--- src/rtl/volume_pkg.sv ---
// Shared definitions for the microphone volume meter and the display logic
// that consumes volume_level.
package volume_pkg;

  // Width and saturation value of the volume level seen by the display block.
  localparam int LEVEL_W   = 4;
  localparam int MAX_LEVEL = 9;

  // Offset-binary code produced by the microphone ADC for silence.
  localparam int MIDSCALE  = 2048;

  // Quantiser sequencing: load amplitude, count steps, publish result.
  typedef enum logic [1:0] {
    IDLE  = 2'd0,
    QUANT = 2'd1,
    DONE  = 2'd2
  } quant_state_e;

endpackage : volume_pkg

--- src/rtl/mic_volume_meter_if.sv ---
// Sample-in / level-out signal bundle of the volume meter.
// master = the meter itself, slave = the sample source and level consumer.
interface mic_volume_meter_if #(
  parameter int SAMPLE_W = 12
) ();
  import volume_pkg::*;

  logic                sample_valid;
  logic [SAMPLE_W-1:0] mic_in;
  logic [LEVEL_W-1:0]  volume_level;
  logic                level_valid;
  logic                busy;

  modport master (
    input  sample_valid,
    input  mic_in,
    output volume_level,
    output level_valid,
    output busy
  );

  modport slave (
    output sample_valid,
    output mic_in,
    input  volume_level,
    input  level_valid,
    input  busy
  );

endinterface : mic_volume_meter_if

--- src/rtl/peak_window.sv ---
// Peak tracker over a fixed number of sample strobes. Reports the peak of
// each completed window and flags the strobe that closes the window.
module peak_window #(
  parameter int SAMPLE_W       = 12,
  parameter int WINDOW_SAMPLES = 4000
) (
  input  logic                clk,
  input  logic                rst,
  input  logic                sample_valid,
  input  logic [SAMPLE_W-1:0] mic_in,
  output logic                window_done,
  output logic [SAMPLE_W-1:0] snap
);

  localparam int CNT_W = (WINDOW_SAMPLES > 1) ? $clog2(WINDOW_SAMPLES) : 1;
  localparam logic [CNT_W-1:0] LAST_CNT = CNT_W'(WINDOW_SAMPLES - 1);

  logic [SAMPLE_W-1:0] peak_q, peak_d;
  logic [SAMPLE_W-1:0] snap_q, snap_d;
  logic [CNT_W-1:0]    count_q, count_d;
  logic [SAMPLE_W-1:0] max_val;
  logic                last_sample;

  // Running maximum including the sample being presented this cycle.
  always_comb begin
    max_val     = (mic_in > peak_q) ? mic_in : peak_q;
    last_sample = sample_valid && (count_q == LAST_CNT);
  end

  // window_done is asserted in the strobe cycle itself so the quantiser can
  // start on the next edge; snap forwards the closing peak in that cycle and
  // the registered copy afterwards.
  always_comb begin
    window_done = last_sample;
    snap        = last_sample ? max_val : snap_q;
  end

  // Next-state for peak, count and snapshot; the closing sample is folded
  // into the snapshot and the new window starts empty.
  always_comb begin
    peak_d  = peak_q;
    count_d = count_q;
    snap_d  = snap_q;
    if (sample_valid) begin
      if (last_sample) begin
        snap_d  = max_val;
        peak_d  = '0;
        count_d = '0;
      end else begin
        peak_d  = max_val;
        count_d = count_q + CNT_W'(1);
      end
    end
  end

  // Window state registers; reset discards any partial window.
  always_ff @(posedge clk) begin
    if (rst) begin
      peak_q  <= '0;
      count_q <= '0;
      snap_q  <= '0;
    end else begin
      peak_q  <= peak_d;
      count_q <= count_d;
      snap_q  <= snap_d;
    end
  end

endmodule : peak_window

--- src/rtl/mic_volume_meter.sv ---
// Microphone volume meter: per-window peak amplitude quantised into a
// 0..MAX_LEVEL level by repeated subtraction of STEP, one step per cycle.
module mic_volume_meter
  import volume_pkg::*;
#(
  parameter int SAMPLE_W       = 12,
  parameter int STEP           = 200,
  parameter int WINDOW_SAMPLES = 4000
) (
  input  logic               clk,
  input  logic               rst,
  mic_volume_meter_if.master bus
);

  localparam logic [SAMPLE_W-1:0] MID_C  = SAMPLE_W'(MIDSCALE);
  localparam logic [SAMPLE_W-1:0] STEP_C = SAMPLE_W'(STEP);
  localparam logic [LEVEL_W-1:0]  MAX_C  = LEVEL_W'(MAX_LEVEL);

  logic                window_done;
  logic [SAMPLE_W-1:0] snap;
  logic [SAMPLE_W-1:0] amp;

  quant_state_e        state_q, state_d;
  logic [SAMPLE_W-1:0] rem_q, rem_d;
  logic [LEVEL_W-1:0]  lvl_q, lvl_d;
  logic [LEVEL_W-1:0]  volume_level_q, volume_level_d;
  logic                level_valid_q, level_valid_d;

  peak_window #(
    .SAMPLE_W       (SAMPLE_W),
    .WINDOW_SAMPLES (WINDOW_SAMPLES)
  ) u_peak_window (
    .clk          (clk),
    .rst          (rst),
    .sample_valid (bus.sample_valid),
    .mic_in       (bus.mic_in),
    .window_done  (window_done),
    .snap         (snap)
  );

  // Amplitude above silence; codes at or below midscale clamp to zero.
  always_comb begin
    amp = (snap > MID_C) ? (snap - MID_C) : '0;
  end

  // Quantiser next-state. A new window always restarts the count, which
  // drops any result still in flight. The output registers are loaded on
  // the QUANT->DONE transition so the new level is visible exactly during
  // the DONE cycle, together with the level_valid pulse.
  always_comb begin
    state_d        = state_q;
    rem_d          = rem_q;
    lvl_d          = lvl_q;
    volume_level_d = volume_level_q;
    level_valid_d  = 1'b0;
    if (window_done) begin
      state_d = QUANT;
      rem_d   = amp;
      lvl_d   = '0;
    end else begin
      case (state_q)
        IDLE: begin
          state_d = IDLE;
        end
        QUANT: begin
          if ((rem_q >= STEP_C) && (lvl_q < MAX_C)) begin
            rem_d = rem_q - STEP_C;
            lvl_d = lvl_q + LEVEL_W'(1);
          end else begin
            state_d        = DONE;
            volume_level_d = lvl_q;
            level_valid_d  = 1'b1;
          end
        end
        DONE: begin
          state_d = IDLE;
        end
        default: begin
          state_d = IDLE;
        end
      endcase
    end
  end

  // Quantiser and output registers.
  always_ff @(posedge clk) begin
    if (rst) begin
      state_q        <= IDLE;
      rem_q          <= '0;
      lvl_q          <= '0;
      volume_level_q <= '0;
      level_valid_q  <= 1'b0;
    end else begin
      state_q        <= state_d;
      rem_q          <= rem_d;
      lvl_q          <= lvl_d;
      volume_level_q <= volume_level_d;
      level_valid_q  <= level_valid_d;
    end
  end

  // Drive the bundle from registered state only.
  always_comb begin
    bus.volume_level = volume_level_q;
    bus.level_valid  = level_valid_q;
    bus.busy         = (state_q != IDLE);
  end

endmodule : mic_volume_meter
--- src/flat_wrapper.sv ---
// flat-port wrapper written by rule: the top's interface ports become plain ports
module mic_volume_meter_flat import volume_pkg::*;
#(
  parameter int SAMPLE_W       = 12,
  parameter int STEP           = 200,
  parameter int WINDOW_SAMPLES = 4000
)
  (clk, rst, bus_sample_valid, bus_mic_in, bus_volume_level, bus_level_valid, bus_busy);
  mic_volume_meter_if #(.SAMPLE_W(SAMPLE_W)) bus_i ();
  input  logic clk;
  input  logic rst;
  input wire logic [$bits(bus_i.sample_valid)-1:0] bus_sample_valid;
  input wire logic [$bits(bus_i.mic_in)-1:0] bus_mic_in;
  output wire logic [$bits(bus_i.volume_level)-1:0] bus_volume_level;
  output wire logic [$bits(bus_i.level_valid)-1:0] bus_level_valid;
  output wire logic [$bits(bus_i.busy)-1:0] bus_busy;
  assign bus_i.sample_valid = bus_sample_valid;
  assign bus_i.mic_in = bus_mic_in;
  assign bus_volume_level = bus_i.volume_level;
  assign bus_level_valid = bus_i.level_valid;
  assign bus_busy = bus_i.busy;
  mic_volume_meter #(.SAMPLE_W(SAMPLE_W), .STEP(STEP), .WINDOW_SAMPLES(WINDOW_SAMPLES)) u_core (.clk(clk), .rst(rst), .bus(bus_i));
endmodule
--- config.mk ---
export PLATFORM = sky130hd
export DESIGN_NAME = mic_volume_meter_flat
export DESIGN_NICKNAME = d
export VERILOG_FILES = /design/src/rtl/volume_pkg.sv /design/src/rtl/mic_volume_meter_if.sv /design/src/rtl/peak_window.sv /design/src/rtl/mic_volume_meter.sv /design/src/flat_wrapper.sv
export SDC_FILE = /design/constraint.sdc
export NUM_CORES = 1
export LEC_CHECK = 0
export ABC_CLOCK_PERIOD_IN_PS = 2580
export CAP_MARGIN = 20
export CORE_UTILIZATION = 35
export CTS_CLUSTER_DIAMETER = 200
export DETAILED_ROUTE_END_ITERATION = 8
export GPL_ROUTABILITY_DRIVEN = 0
export PLACE_DENSITY = 0.64
export SLEW_MARGIN = 20
export SYNTH_ARGS = -nofsm -noshare
export SYNTH_HDL_FRONTEND = slang
export SYNTH_SLANG_ARGS = --single-unit
--- constraint.sdc ---
create_clock -name clk -period 2.58 [get_ports clk]
set_input_delay 0.516 -clock clk [delete_from_list [all_inputs] [get_ports clk]]
set_output_delay 0.516 -clock clk [all_outputs]
set_load 0.03 [all_outputs]
Word level (Yosys, flattened, before mapping) --
Cells that the tools add are included.
Cells by class: add/subtract/negate cells 4, order comparisons 4, equality and inequality tests 3, mux-type cells 12, bitwise logic cells 3, reductions and logical operators 10
Operators by type and width (number):
- $mux 12 | 8
- $add 12x1->12 const B | 1
- $eq 12x12->1 const B | 1
- $ge 12x8->1 const B | 1
- $gt 12x12->1 | 1
- $gt 12x12->1 const B | 1
- $sub 12x12->12 const B | 1
- $sub 12x8->12 const B | 1
- $reduce_bool 2->1 | 3
- $add 4x1->4 const B | 1
- $lt 4x4->1 const B | 1
- $mux 1 | 4
- $reduce_and 2->1 | 2
- $ne 3x3->1 const B | 1
- $not 1->1 | 3
- $reduce_and 3->1 | 1
- $reduce_or 3->1 | 1
- $eq 2x1->1 const B | 1
- $logic_and 1x1->1 | 2
- $reduce_or 2->1 | 1
Word-level totals: register bits 59, output and inout port bits 6, word-level logic and storage cells 45

Longest topological paths before layout --
Gate-level depths: netlist of the first run.
depth in word-level cells 6, mapped depth 11

Modules after synthesis --
From an unflattened synthesis of the first run, not the netlist that was laid out.
Second synthesis, totals: cells, all modules 316, area, all modules 2899.0 µm²
By module, submodules not included:
- peak_window | instances 1, cells an instance 199, area each 1865.5 µm²
- mic_volume_meter | instances 1, cells an instance 117, area each 1033.5 µm²

Worst setup path before layout of the first run --
Ideal clock, no wire load.
path type reg2reg, start point register u_core.u_peak_window.peak_q[11], end point register u_core.rem_q[3], setup time 0.070 ns, arrival 2.204 ns, required time 2.510 ns, slack 0.306 ns, cell stages (with the launch flop) 10, clock period less this slack 2.274 ns, path through dfxtp_1 > clkbuf_1 > inv_1 > ha_1 > nand4_1 > a211o_1 > a31oi_4 > buf_4 > mux2_2 > a21oi_1
On the way: word-level cells in the longest chain between the ends 6, elaborated cells on any way between the ends 7, those cells by class add/sub (1); order compare (2); mux (4)
Ends and longest elaborated chain:
- start: declaration | RTL line peak_window.sv:18 | logic [SAMPLE_W-1:0] peak_q, peak_d;
- start signal: assignment | RTL line peak_window.sv:63 | peak_q <= peak_d;
- $gt 12x12->1 | RTL line peak_window.sv:26 | max_val = (mic_in > peak_q) ? mic_in : peak_q;
- $mux 12 (*) | RTL line peak_window.sv:26
- $mux 12 (*)
- $sub 12x12->12 / $gt 12x12->1 (equally long branches) | RTL line mic_volume_meter.sv:43 | amp = (snap > MID_C) ? (snap - MID_C) : '0;
- $mux 12 (*) | RTL line mic_volume_meter.sv:43
- $mux 12 (*) | RTL line mic_volume_meter.sv:56 | if (window_done) begin
- end signal: assignment | RTL line mic_volume_meter.sv:95 | rem_q <= rem_d;
- end: declaration | RTL line mic_volume_meter.sv:24 | logic [SAMPLE_W-1:0] rem_q, rem_d;
Every way passes the cells marked *; elsewhere a longest branch is shown, timed or not. A chain may end at the register's enable or synchronous reset.

Final worst setup path of the first run --
start point input bus_mic_in[10], end point register u_core.rem_q[4]
On the way: word-level cells in the longest chain between the ends 6, elaborated cells on any way between the ends 7, those cells by class add/sub (1); order compare (2); mux (4)
Ends and longest elaborated chain:
- start: declaration | RTL line flat_wrapper.sv:13 | input wire logic [$bits(bus_i.mic_in)-1:0] bus_mic_in;
- $gt 12x12->1 | RTL line peak_window.sv:26
- $mux 12 (*) | RTL line peak_window.sv:26
- $mux 12 (*)
- $sub 12x12->12 / $gt 12x12->1 (equally long branches) | RTL line mic_volume_meter.sv:43
- $mux 12 (*) | RTL line mic_volume_meter.sv:43
- $mux 12 (*) | RTL line mic_volume_meter.sv:56
Marked as above.

==> results.cfg, run 1 <==
[outcome]
outcome = finished, final reports clean

[detailed_routing]
via_count = 2041
postRouteAntennaNets = 0
drt_iter0_drc = 64
drt_wl_total_um = 5210
viasPerCell = 4.98
wire_per_inst_um = 12.7
drc = 0
drt_pass1_iterations = 4

[critical_path]
critical_path_class = primary input to register
crit_fanout = 7
r2r_slack_ps = 370
worst-endpoint-required_ps = 2810
reg2reg_to = u_core.rem_q[4]$_SDFFE_PP0P_
crit_path_end_kind = register
cp.arrival_ps = 2700
setup.worst_path.start_class = primary input
startpoint = bus_mic_in[10]
rr_worst_depth = 8
r2r_start = u_core.u_peak_window.peak_q[9]$_SDFFE_PP0P_

[min_path]
holdPathStages = 2
hold_start = u_core.u_peak_window.peak_q[0]$_SDFFE_PP0P_
min_path_type = register to register
holdPathEnd = u_core.u_peak_window.peak_q[0]$_SDFFE_PP0P_

[timing]
slew_viol_final = 0
tns_ps = 0
rsz0062_at_grt = false
post-route-period-util_pct = 95.8
hold_viol = 0
maxSlewHeadroom_pct = 48.0
worst_pin_slew_ps = 780
fin_worst_skew_ps = 5.90
fin_crit_ps = 2470
max_freq_ghz = 0.405
setup_viol = 0
whs_ps = 488

[logic_synthesis]
synth_cell_types = 44
yosys_warnings = 0
postSynthCellCount = 285
synth_common_cells = dfxtp_1 (45), nor2_1 (35), nand2_1 (21), nand2b_1 (18), inv_1 (17)
synth_area_leaders = dfxtp_1 (37%), ha_1 (8.2%), nor2_1 (5.3%), nand2b_1 (4.6%), o32ai_1 (3.9%)
yosysTopAreaCell = dfxtp_1
synth-edff-count = 0
synth.most_common_cell = dfxtp_1
async_flop_share_pct = 0
syn_nets = 316
synth_seq_cells = 45
avgSynthCellArea_um2 = 8.62
ys.flop_type = dfxtp_1
synth_top_area_share_pct = 36.7
syn-cell-area_um2 = 2460
seq_area_frac_synth_pct = 36.7

[grt]
grt_overflow = 0
antenna_found_initial = 0
grt_pass1_wl_um = 8940
track_usage_pct = 15.5
grt_max_degree = 25
grt_pass1_vias = 1957

[place]
portBuffers = 20
dpl.hpwl_um = 3760

[die]
die-height_um = 85.8
chipWidth_um = 85.8
rows = 30
io_pins = 21
core_um2 = 6790
die-area_um2 = 7360
initial_utilization_pct = 36.2

[power_and_ir_drop]
powerDensity_nw_per_um2 = 499
vdd_ir_drop_max_mv = 0.314
p_leak_nw = 1.11

[cts]
path_clk_slew_ps = 90
clock_path_buffers = 2
cts.sinks = 45
clock_latency_ps = 300
root_buffer = clkbuf_8
cts_tree = built
ctsHtreeMaxLevel = 2
cts_buffers = 5

[final_layout]
drive_gt1_share_pct = 13.4
antenna_cells = 0
syn2layout_area_growth_pct = 21.9
finalNetCount = 344

[job]
drv_cap = 0
## state kept, by name (all words and copies together) (netlist names)
name	count
u_core.u_peak_window.count_q	12
u_core.u_peak_window.peak_q	12
u_core.rem_q	9
u_core.bus.volume_level	4
u_core.lvl_q	4
u_core.state_q	2
u_core.bus.level_valid	1
u_core.u_peak_window.snap_q	1
## worst max-delay path: stages
cell and delay (ps):
clkdlybuf4s50_1 440, ha_1 320, nand4_1 170, a211o_1 350
a31oi_4 220, buf_6 170, mux2_1 330, a21oi_1 180
## logic make-up (layout without fill, tap and decap cells)
kind of cell,count (synthesis),in the layout,share of synthesized area (%)
compound gates,50,50,14.8
buf+inv,38,67,6.67
flops,45,45,36.7
simple gates,105,105,21.7
fa+ha+maj,16,16,8.15
mux,11,11,4.89
xor+xnor,20,20,7.13
## through the flow
step | cell area (um^2) | utilization (%) | instances | power [W] | setup WS (ps)
after floorplan | 2460 | - | 285 | 0.000876 | 306
after global placement | 2850 | 42.0 | 402 | 0.000958 | -185
after detailed placement | 2850 | 42.0 | 402 | 0.000962 | -223
after CTS | 2970 | 43.7 | 410 | 0.00150 | 26.7
after global routing | 2990 | 44.1 | 410 | 0.00157 | 4.17
final | 2990 | 44.1 | 410 | 0.00149 | 109
## cell usage in the layout, fill, tap and decap left out, types with 2 or more instances in the layout
| master | count |
|---|---|
| mux2_2 | 3 |
| mux2_1 | 5 |
| xor2_1 | 10 |
| o32ai_1 | 11 |
| and3_1 | 2 |
| o21ai_0 | 4 |
| nor3_1 | 2 |
| clkbuf_8 | 5 |
| dfxtp_1 | 45 |
| nand4b_1 | 2 |
| o22ai_1 | 5 |
| nor2_1 | 35 |
| or3_1 | 2 |
| ha_1 | 15 |
| or2_2 | 2 |
| nand2_1 | 21 |
| nor2b_1 | 2 |
| clkdlybuf4s50_1 | 19 |
| a211oi_1 | 3 |
| nand2b_1 | 18 |
| mux2i_1 | 3 |
| nand4_1 | 7 |
| xnor2_1 | 10 |
| inv_1 | 17 |
| a21oi_1 | 13 |
| buf_4 | 20 |
| nand3_1 | 6 |
| o21bai_1 | 3 |
## timing repair
item / CTS / global route
setup endpoints to repair: 0 / 17
buffers inserted: 0 / 0
resized for setup: 0 / 4
hold buffers: 0 / 0
## metal layers
metal	GRT usage [%]	vias up	part of all wire (%)
met4	6.52	0	1.7
met3	3.27	6	2.9
met2	25.4	35	46
li1	-	1042	-
met5	0	-	0
met1	19.7	958	49
## report_power, final
group	internal [W]	switching (W)
sequential	0.000712	0.00000947
combinational	0.000119	0.000114
clock	0.000290	0.000250
total	0.00112	0.000374
## area by class of cell
| class | instances | area (um^2) |
|---|---|---|
| inverters | 17 | 63.8 |
| fillers | 677 | 3800 |
| multi-input cells | 202 | 1410 |
| repair buffers | 42 | 384 |
| clock buffers | 5 | 68.8 |
| flip-flops and latches | 45 | 901 |
| well taps | 96 | 120 |
| clock inverters | 3 | 46.3 |
## how the worst max path moves through the flow
| stage | to | slack (ps) | depth (start not counted) |
|---|---|---|---|
| floorplan | u_core.rem_q[3]$_SDFFE_PP0P_ | 310 | 9 |
| CTS | u_core.rem_q[4]$_SDFFE_PP0P_ | 30 | 8 |
| global placement | u_core.rem_q[7]$_SDFFE_PP0P_ | -190 | 8 |
| detailed placement | u_core.rem_q[7]$_SDFFE_PP0P_ | -220 | 8 |
| global route | u_core.rem_q[8]$_SDFFE_PP0P_ | 4 | 8 |
| finish | u_core.rem_q[4]$_SDFFE_PP0P_ | 110 | 8 |
No activity file was read; power rests on OpenSTA's default activity.
==> run 2, diff against run 1 <==
GPL_ROUTABILITY_DRIVEN = unset   (was 0)
REMOVE_ABC_BUFFERS = 1   (was unset)
==> run 2 against run 1 <==
  * The flow now finishes with violations (DRC)
  * Via count down 2.4%
  * Total power fell by 4.3%
  * Die area unchanged
  * Fmax fell by 1.2%
  * Final area decreased by 0.46%
  * Sequential cell count unchanged
  * Combinational power is 3% higher
  * Critical path type unchanged
  * Highest routed layer unchanged
==> results.cfg, run 2 (synthesis results as in run 1) <==
[power_and_ir_drop]
internal_power_w = 0.00103
switchingPower_w = 0.000397
clkPwrFrac_pct = 32.7
p_leak_nw = 1.10
vdd_ir_drop_max_mv = 0.195
pwr-share-seq_pct = 50.5
p_comb_share_pct = 16.8
finalPower_w = 0.00143
powerDensity_nw_per_um2 = 480
power_switching_share_pct = 27.8

[timing]
rsz0062_at_grt = true
maxSlewHeadroom_pct = 58.1
slew_viol_final = 0
worst_pin_slew_ps = 619
whs_ps = 490
max_freq_ghz = 0.400
post-route-period-util_pct = 96.9
fin_crit_ps = 2500
setup_viol = 0
hold_viol = 0
fin_worst_skew_ps = 8.33
tns_ps = 0

[place]
place_area_um2 = 2850
gp_congestion = 0.871
portBuffers = 20
dpl.hpwl_um = 3610

[cts]
root_buffer = clkbuf_8
path_clk_slew_ps = 100
ctsHtreeMaxLevel = 2
clock_latency_ps = 300
cts_buffers = 5
cts_tree = built
cts.sinks = 45
clock_path_buffers = 2

[grt]
grt_overflow = 0
antenna_found_initial = 0
grt_pass1_wl_um = 8690
grt_pass1_vias = 1934
track_usage_pct = 14.9
grt_max_degree = 34

[critical_path]
startpoint = bus_mic_in[1]
crit_fanout = 8
worst-endpoint-required_ps = 2820
worst-path-stages = 9
critical_path_class = primary input to register
r2r_slack_ps = 370
cp_top_family = compound AO/OA/AOI/OAI gates
cp_cell_sequence = clkdlybuf4s50_1 -> ha_1 -> nor2b_1 -> o211ai_1 -> a211o_1 -> a31oi_4 -> buf_6 -> mux2_1 -> a21oi_1
critPathMaxStageDelay_ps = 430
setup.worst_path.start_class = primary input
critPathSlowestCell = clkdlybuf4s50_1
r2r_start = u_core.u_peak_window.peak_q[9]$_SDFFE_PP0P_
rr_worst_depth = 10
crit_path_end_kind = register
cp.buffers_inverters = 2
cp.arrival_ps = 2740

[detailed_routing]
drt_wl_total_um = 5040
viasPerCell = 4.83
drt_iter0_drc = 78
drc = 1
drt_pass1_iterations = 6
via_count = 1992
postRouteAntennaNets = 0
wire_per_inst_um = 12.2

[die]
chipWidth_um = 85.8
core_um2 = 6790
die-area_um2 = 7360
initial_utilization_pct = 36.2
io_pins = 21
rows = 30
die-height_um = 85.8

[min_path]
holdPathStages = 2
min_path_type = register to register
hold_start = u_core.u_peak_window.peak_q[0]$_SDFFE_PP0P_

[outcome]
violations = DRC
outcome = finished with violations

[final_layout]
antenna_cells = 0
multiInputGateArea_um2 = 1400
reg_top3 = u_core.u_peak_window.count_q: 12 flops, u_core.u_peak_window.peak_q: 12 flops, u_core.rem_q: 9 flops
seq_area_um2 = 901
fin_area_um2 = 2980
final_core_util_pct = 43.8
mostFrequentLayoutCells = dfxtp_1 (45), nor2_1 (35), nand2_1 (21), buf_4 (21), clkdlybuf4s50_1 (20)
final_common_cell = dfxtp_1
drive_gt1_share_pct = 13.6
fillCellCount = 657
syn2layout_area_growth_pct = 21.3
finalNetCount = 346

[job]
drv_cap = 0
-- run 2: tightest hold or removal path: stages (launching register included) --
cell      delay [ps]
dfxtp_1          320
nand2b_1          70
o32ai_1           60
-- run 2: final timing paths --
check / endpoint
max: u_core.rem_q[4]$_SDFFE_PP0P_
min: u_core.u_peak_window.peak_q[0]$_SDFFE_PP0P_
max reg2reg: u_core.u_peak_window.snap_q[11]$_SDFFE_PP0P_
min reg2reg: u_core.u_peak_window.peak_q[0]$_SDFFE_PP0P_
-- run 2: power groups by stage --
stage	logic (W)	registers [W]	clock network, W
floorplan	0.000115	0.000738	0
global placement	0.000218	0.000738	0
detailed placement	0.000219	0.000738	0
CTS	0.000222	0.000722	0.000485
global route	0.000262	0.000725	0.000517
finish	0.000240	0.000722	0.000468
-- run 2: cell type report --
| type | instances | share of cell area [%] |
|---|---|---|
| Clock buffer | 5 | 2.31 |
| Clock inverter | 3 | 0.840 |
| Multi-Input combinational cell | 202 | 47.0 |
| Timing Repair Buffer | 44 | 13.4 |
| Inverter | 17 | 2.14 |
| Tap cell | 96 | 4.03 |
| Sequential cell | 45 | 30.2 |
-- run 2: repair_timing --
item                                    4_1_cts  5_1_grt
buffers inserted                              0        3
hold buffers                                  0        0
endpoints found under the setup margin        2        5
resized for setup                             1        3
pin swaps                                     0        1
-- run 2: routing by layer --
layer | up-vias | part of all wire [%] | GRT usage, %
met3 | 2 | 2.6 | 4.04
met4 | 0 | 0.28 | 3.64
met2 | 18 | 47 | 25.2
li1 | 1040 | - | -
met1 | 932 | 50 | 18.8
met5 | - | 0 | 0
-- run 2: through the flow --
step | cells | setup WS (ps)
5_1_grt | 412 | -33.6
6_report | 412 | 79.9
3_5_place_dp | 401 | -359
2_1_floorplan | 264 | 283
4_1_cts | 409 | 31.3
3_3_place_gp | 401 | -289
==> edit 1, RTL diff (config.mk and constraints of run 2) <==
Encoding of `quant_state_e`: now one-hot (3 bits for 3 states).
--- a/src/rtl/volume_pkg.sv
+++ b/src/rtl/volume_pkg.sv
@@ -10,10 +10,10 @@
   localparam int MIDSCALE  = 2048;
 
   // Quantiser sequencing: load amplitude, count steps, publish result.
-  typedef enum logic [1:0] {
-    IDLE  = 2'd0,
-    QUANT = 2'd1,
-    DONE  = 2'd2
+  typedef enum logic [2:0] {
+    IDLE  = 3'b001,
+    QUANT = 3'b010,
+    DONE  = 3'b100
   } quant_state_e;
 
 endpackage : volume_pkg
Function: no difference found for any inputs over 10 cycles, from zero or initial values and one cycle with rst high; not proved beyond that.
==> edit 1 against run 2 <==
Non-clock buffer count decreased by 2. Final cell count decreased by 8.0%. Power decreased by 2.5%. Area after synthesis decreased by 0.51%. Setup slack improved by 0.014 ns. Worst hold slack improved by 0.0055 ns. Count of clock-buffer cells in the layout unchanged. Sequential cell count unchanged. Sequential power about the same. Largest cell class unchanged. Wire length decreased by 7.5%. Highest routed layer unchanged. Cell area decreased by 2.3%. Critical path depth unchanged. Critical endpoint unchanged. Global-route usage decreased by 0.61 points.
==> edit 1: results (changes against run 2) <==
- Status: finished clean (was finished, violations left)
- Largest fanout on the critical path: 4 (was 8)
- Max_slew headroom: 74.0% (was 58.1%)
- R2R Path Start: u_core.u_peak_window.peak_q[11]$_SDFFE_PP0P_ (was u_core.u_peak_window.peak_q[9]$_SDFFE_PP0P_)
- Initial antenna violation count: 0 (unchanged)
- RD Place Congestion: 0.767 (was 0.871)
- Largest regs: u_core.u_peak_window.count_q: 12 flops, u_core.u_peak_window.peak_q: 12 flops, u_core.rem_q: 9 flops (unchanged)
- Largest net degree at the start of global routing: 21 (was 34)
- CTS buffer count: 5 (unchanged)
- Inserted Diodes: 0 (unchanged)
- Synth Warn #: 0 (unchanged)
- Top cells by area, synth: dfxtp_1 (37%), ha_1 (8.2%), a22oi_2 (5.1%) (was dfxtp_1 (37%), ha_1 (8.2%), nor2_1 (5.3%))
- Top cells by instance count after synthesis: dfxtp_1 (45), nor2_1 (32), inv_1 (19) (was dfxtp_1 (45), nor2_1 (35), nand2_1 (21))
- Seq/Total Area, Yosys: 36.9% (was 36.7%)
- # port buffers: 20 (unchanged)
- Post-synth ARST share: 0% (unchanged)
- Crit path DAT: 2.68 ns (was 2.74 ns)
- GRT met3 Usage: 3.18% (was 4.04%)
- Reg-to-reg endpoint: u_core.rem_q[4]$_SDFFE_PP0P_ (was u_core.u_peak_window.snap_q[11]$_SDFFE_PP0P_)
- Final-stage net count: 329 (was 346)
- Root Buffer: clkbuf_8 (unchanged)
- Routed via count: 1871 (was 1992)
- Setup crit end: u_core.rem_q[4]$_SDFFE_PP0P_ (unchanged)
- Fin crit period: 2.49 ns (was 2.50 ns)
- Yosys cell types: 44 (unchanged)
- Placed inst area: 2810 µm² (was 2850 µm²)
- Worst setup startpoint: bus_mic_in[1] (unchanged)
- Wire per inst: 12.3 µm (was 12.2 µm)
- CTS clk-pin slew, worst paths: 0.09 ns
- DP HPWL: 3.51 mm (was 3.61 mm)
- HP Class: reg2reg (unchanged)
- Hold Path End: u_core.bus.volume_level[3]$_SDFFE_PP0P_ (was u_core.u_peak_window.peak_q[0]$_SDFFE_PP0P_)
- First-pass GRT wire length: 8.41 mm (was 8.69 mm)
- R2r setup slk: 0.31 ns (was 0.37 ns)
- Worst Reg-to-Reg Cells: 8 (was 10)
- Drt first pass iters: 4 (was 6)
- Layout cells sized above 1: 20.7% (was 13.6%)
- LEAKAGE: 0.00108 µW (was 0.00110 µW)
- Place WS: -0.217 ns (was -0.359 ns)
- Bufs on Longest Clock Path: 2 (unchanged)
- Routing usage on met2: 24.4% (was 25.2%)
- Clock latency at the later pin of the worst-skew pair: 0.30 ns (about the same)
- Skew final: 0.0117 ns (was 0.00833 ns)
- Global Route Usage Sum: 14.3% (was 14.9%)
- Initial DRC count: 76 (was 78)
- Routing usage on met1: 18.1% (was 18.8%)
- Hold path startpoint: u_core.bus.volume_level[3]$_SDFFE_PP0P_ (was u_core.u_peak_window.peak_q[0]$_SDFFE_PP0P_)
- Hold path cells: 2 (unchanged)
- H-tree depth: 2 (unchanged)
- Worst vdd ir: 0.193 mV (was 0.195 mV)
edit 1: cell count changes after synthesis, moves of 5 or more:
cell      delta
nor3_1       +7
a311oi_1     +6
o32ai_1     -11
a22oi_2     +10
nand2_1     -12
nand2b_1    -15
mux2_1       -5
nor2_2      +10
edit 1: final cells by class:
cell class                 instances  area [µm²]
tap                               80         100
clock inverter                     3        22.5
inverter                          20        75.1
sequential                        45         901
multi-input combinational        184        1360
fill                             671        3850
clock buffer                       5        68.8
timing repair buffer              42         382
edit 1: what timing repair did:
item / in CTS / in global routing
setup buffers: 0 / 0
endpoints found under the setup margin: 0 / 2
resized for setup: 0 / 2
edit 1: cells by family after synthesis:
kind of cell    share of synthesized area (%)
simple gates                             18.7
compound gates                           17.9
flops                                    36.9
buf+inv                                  7.58
xor+xnor                                 7.17
fa+ha+maj                                8.19
mux                                      3.58
edit 1: layer usage:
metal	up-vias	wire, µm
met5	-	0
met4	0	41
met3	5	148
met2	26	2200
met1	850	2270
li1	990	-
edit 1: critical path, cell delays in order:
cell and delay [ns]:
clkdlybuf4s50_1 0.43, ha_1 0.31, nor2b_1 0.13, o211ai_1 0.09
a211o_1 0.30, a31oi_4 0.22, buf_4 0.16, mux2_2 0.33
a31o_2 0.20
edit 1: power by group:
part / internal, µW / switching, µW
clock: 192 / 256
sequential: 710 / 12.1
combinational: 114 / 110
edit 1: per-stage QoR:
stage	total power [µW]	hold slack, ns	setup TNS [ns]	cells
global route	1470	0.529	0	379
finish	1400	0.495	0	379
global placement	957	0.474	-2.53	371
floorplan	854	0.456	0	249
detailed placement	962	0.481	-3.46	371
CTS	1410	0.500	0	379
==> edit 2, RTL diff (settings of run 2) <==
Without the edit above. Set the package constant `LEVEL_W` to 6 (it was 4).
--- a/src/rtl/volume_pkg.sv
+++ b/src/rtl/volume_pkg.sv
@@ -3,7 +3,7 @@
 package volume_pkg;
 
   // Width and saturation value of the volume level seen by the display block.
-  localparam int LEVEL_W   = 4;
+  localparam int LEVEL_W   = 6;
   localparam int MAX_LEVEL = 9;
 
   // Offset-binary code produced by the microphone ADC for silence.
Ports: changed (resized bus_volume_level); port bits go from 21 to 23. No check against the original RTL was run, so the function may have changed too.
==> edit 2 against run 2 <==
Setup slack gained 0.027 ns. Power is 6.7% higher. Cell area grew 1.6%. Wire length increased by 0.69%. Area after synthesis rose by 0.76%. Core utilization grew 0.70 points. Worst hold slack got worse by 0.0027 ns. Sequential cell count increased by 3. Sequential share of layout area increased by 1.5 points. Critical endpoint is now u_core.u_peak_window.peak_q[0]$_SDFFE_PP0P_. Largest power group unchanged. Highest routed layer unchanged.
==> edit 2: results (changes against run 2) <==
- Filler cell count in the final layout: 668 (was 657)
- Reg-to-reg endpoint: u_core.u_peak_window.peak_q[0]$_SDFFE_PP0P_ (was u_core.u_peak_window.snap_q[11]$_SDFFE_PP0P_)
- Routed via count: 2029 (was 1992)
- Multi-input combinational area share: 45.3% (was 47.0%)
- GRT met3 Usage: 3.56% (was 4.04%)
- Post-Place Cells: 404 (was 401)
- Synth Area in Compound Gates: 14.5% (was 14.8%)
- RD Place Congestion: 0.849 (was 0.871)
- Synth Area in XOR/XNOR: 7.08% (was 7.13%)
- Inserted Diodes: 0 (unchanged)
- Yosys cell types: 42 (was 44)
- Fmax achieved: 0.404 GHz (was 0.400 GHz)
- Non-clk buf share: 12.7% (was 13.4%)
- Largest net degree at the start of global routing: 24 (was 34)
- H-tree depth: 2 (unchanged)
- Crit path DAT: 2.66 ns (was 2.74 ns)
- Worst Reg-to-Reg Cells: 9 (was 10)
- Resized cells post-CTS: 0 (was 1)
- P_comb: 179 µW (was 240 µW)
- Clock net power: 573 µW (was 468 µW)
- Global Route Usage Sum: 15.1% (was 14.9%)
- Worst setup startpoint: bus_mic_in[5] (was bus_mic_in[1])
- Initial DRC count: 91 (was 78)
- Routing usage on met1: 21.4% (was 18.8%)
- Wire per inst: 12.3 µm (was 12.2 µm)
- Layout cells sized above 1: 12.7% (was 13.6%)
- Skew final: 0.0126 ns (was 0.00833 ns)
- Post-DR vias/cell: 4.92 (was 4.83)
- First-pass GRT wire length: 8.84 mm (was 8.69 mm)
- Worst vdd ir: 0.223 mV (was 0.195 mV)
- Multi-Input Combinational: 198 (was 202)
- CP max stage delay: 0.46 ns (was 0.43 ns)
- Hold path startpoint: u_core.u_peak_window.peak_q[1]$_SDFFE_PP0P_ (was u_core.u_peak_window.peak_q[0]$_SDFFE_PP0P_)
- # port buffers: 22 (was 20)
- Seq/Total Area, Yosys: 38.8% (was 36.7%)
- Routed length on met2: 2.21 mm (was 2.36 mm)
- Logic pwr share: 11.7% (was 16.8%)
- Area Overhead vs Synth: 22.3% (was 21.3%)
- CTS clk-pin slew, worst paths: 0.08 ns (was 0.10 ns)
- Largest fanout on the critical path: 6 (was 8)
- DP HPWL: 3.81 mm (was 3.61 mm)
- Fraction of synthesized area in multiplexers: 2.83% (was 4.89%)
- Clock-cell share: 4.01% (was 3.15%)
- Cells after Synth: 283 (was 285)
- Status: finished clean (was finished, violations left)
- Worst Tran Pin Value: 0.557 ns (was 0.619 ns)
- Nonclk inv count: 18 (was 17)
- Routing usage on met2: 22.8% (was 25.2%)
- LEAKAGE: 0.00115 µW (was 0.00110 µW)
- Synth Area in Adders: 8.09% (was 8.15%)
- Drt first pass iters: 4 (was 6)
- Clock buffers: 6 (was 5)
- Seq/total area: 31.7% (was 30.2%)
- Place WS: -0.248 ns (was -0.359 ns)
- Number of global-route vias before repair: 1909 (was 1934)
- Placed inst area: 2900 µm² (was 2850 µm²)
- Switching share of power: 23.6% (was 27.8%)
- R2R Path Start: u_core.u_peak_window.peak_q[11]$_SDFFE_PP0P_ (was u_core.u_peak_window.peak_q[9]$_SDFFE_PP0P_)
==> edit 2: cell count changes in the layout (fill, tap and decap cells not counted), sizes merged, moves of 4 or more <==
cell    change
mux2        -8
o22ai       -5
nand4       +4
nor2        -7
mux2i       +4
o211ai      +4
nand3      +14
a22o       +12
o32ai      -11
nand2b     -15
==> edit 2: worst min path at each step <==
stage                                                  end  slack, ns  depth (start not counted)
2_1_floorplan  u_core.u_peak_window.peak_q[1]$_SDFFE_PP0P_       0.44                          1
3_3_place_gp   u_core.u_peak_window.peak_q[2]$_SDFFE_PP0P_       0.46                          1
3_5_place_dp   u_core.u_peak_window.peak_q[1]$_SDFFE_PP0P_       0.46                          1
4_1_cts        u_core.u_peak_window.peak_q[1]$_SDFFE_PP0P_       0.49                          1
5_1_grt        u_core.u_peak_window.peak_q[2]$_SDFFE_PP0P_       0.51                          1
6_report       u_core.u_peak_window.peak_q[1]$_SDFFE_PP0P_       0.49                          1
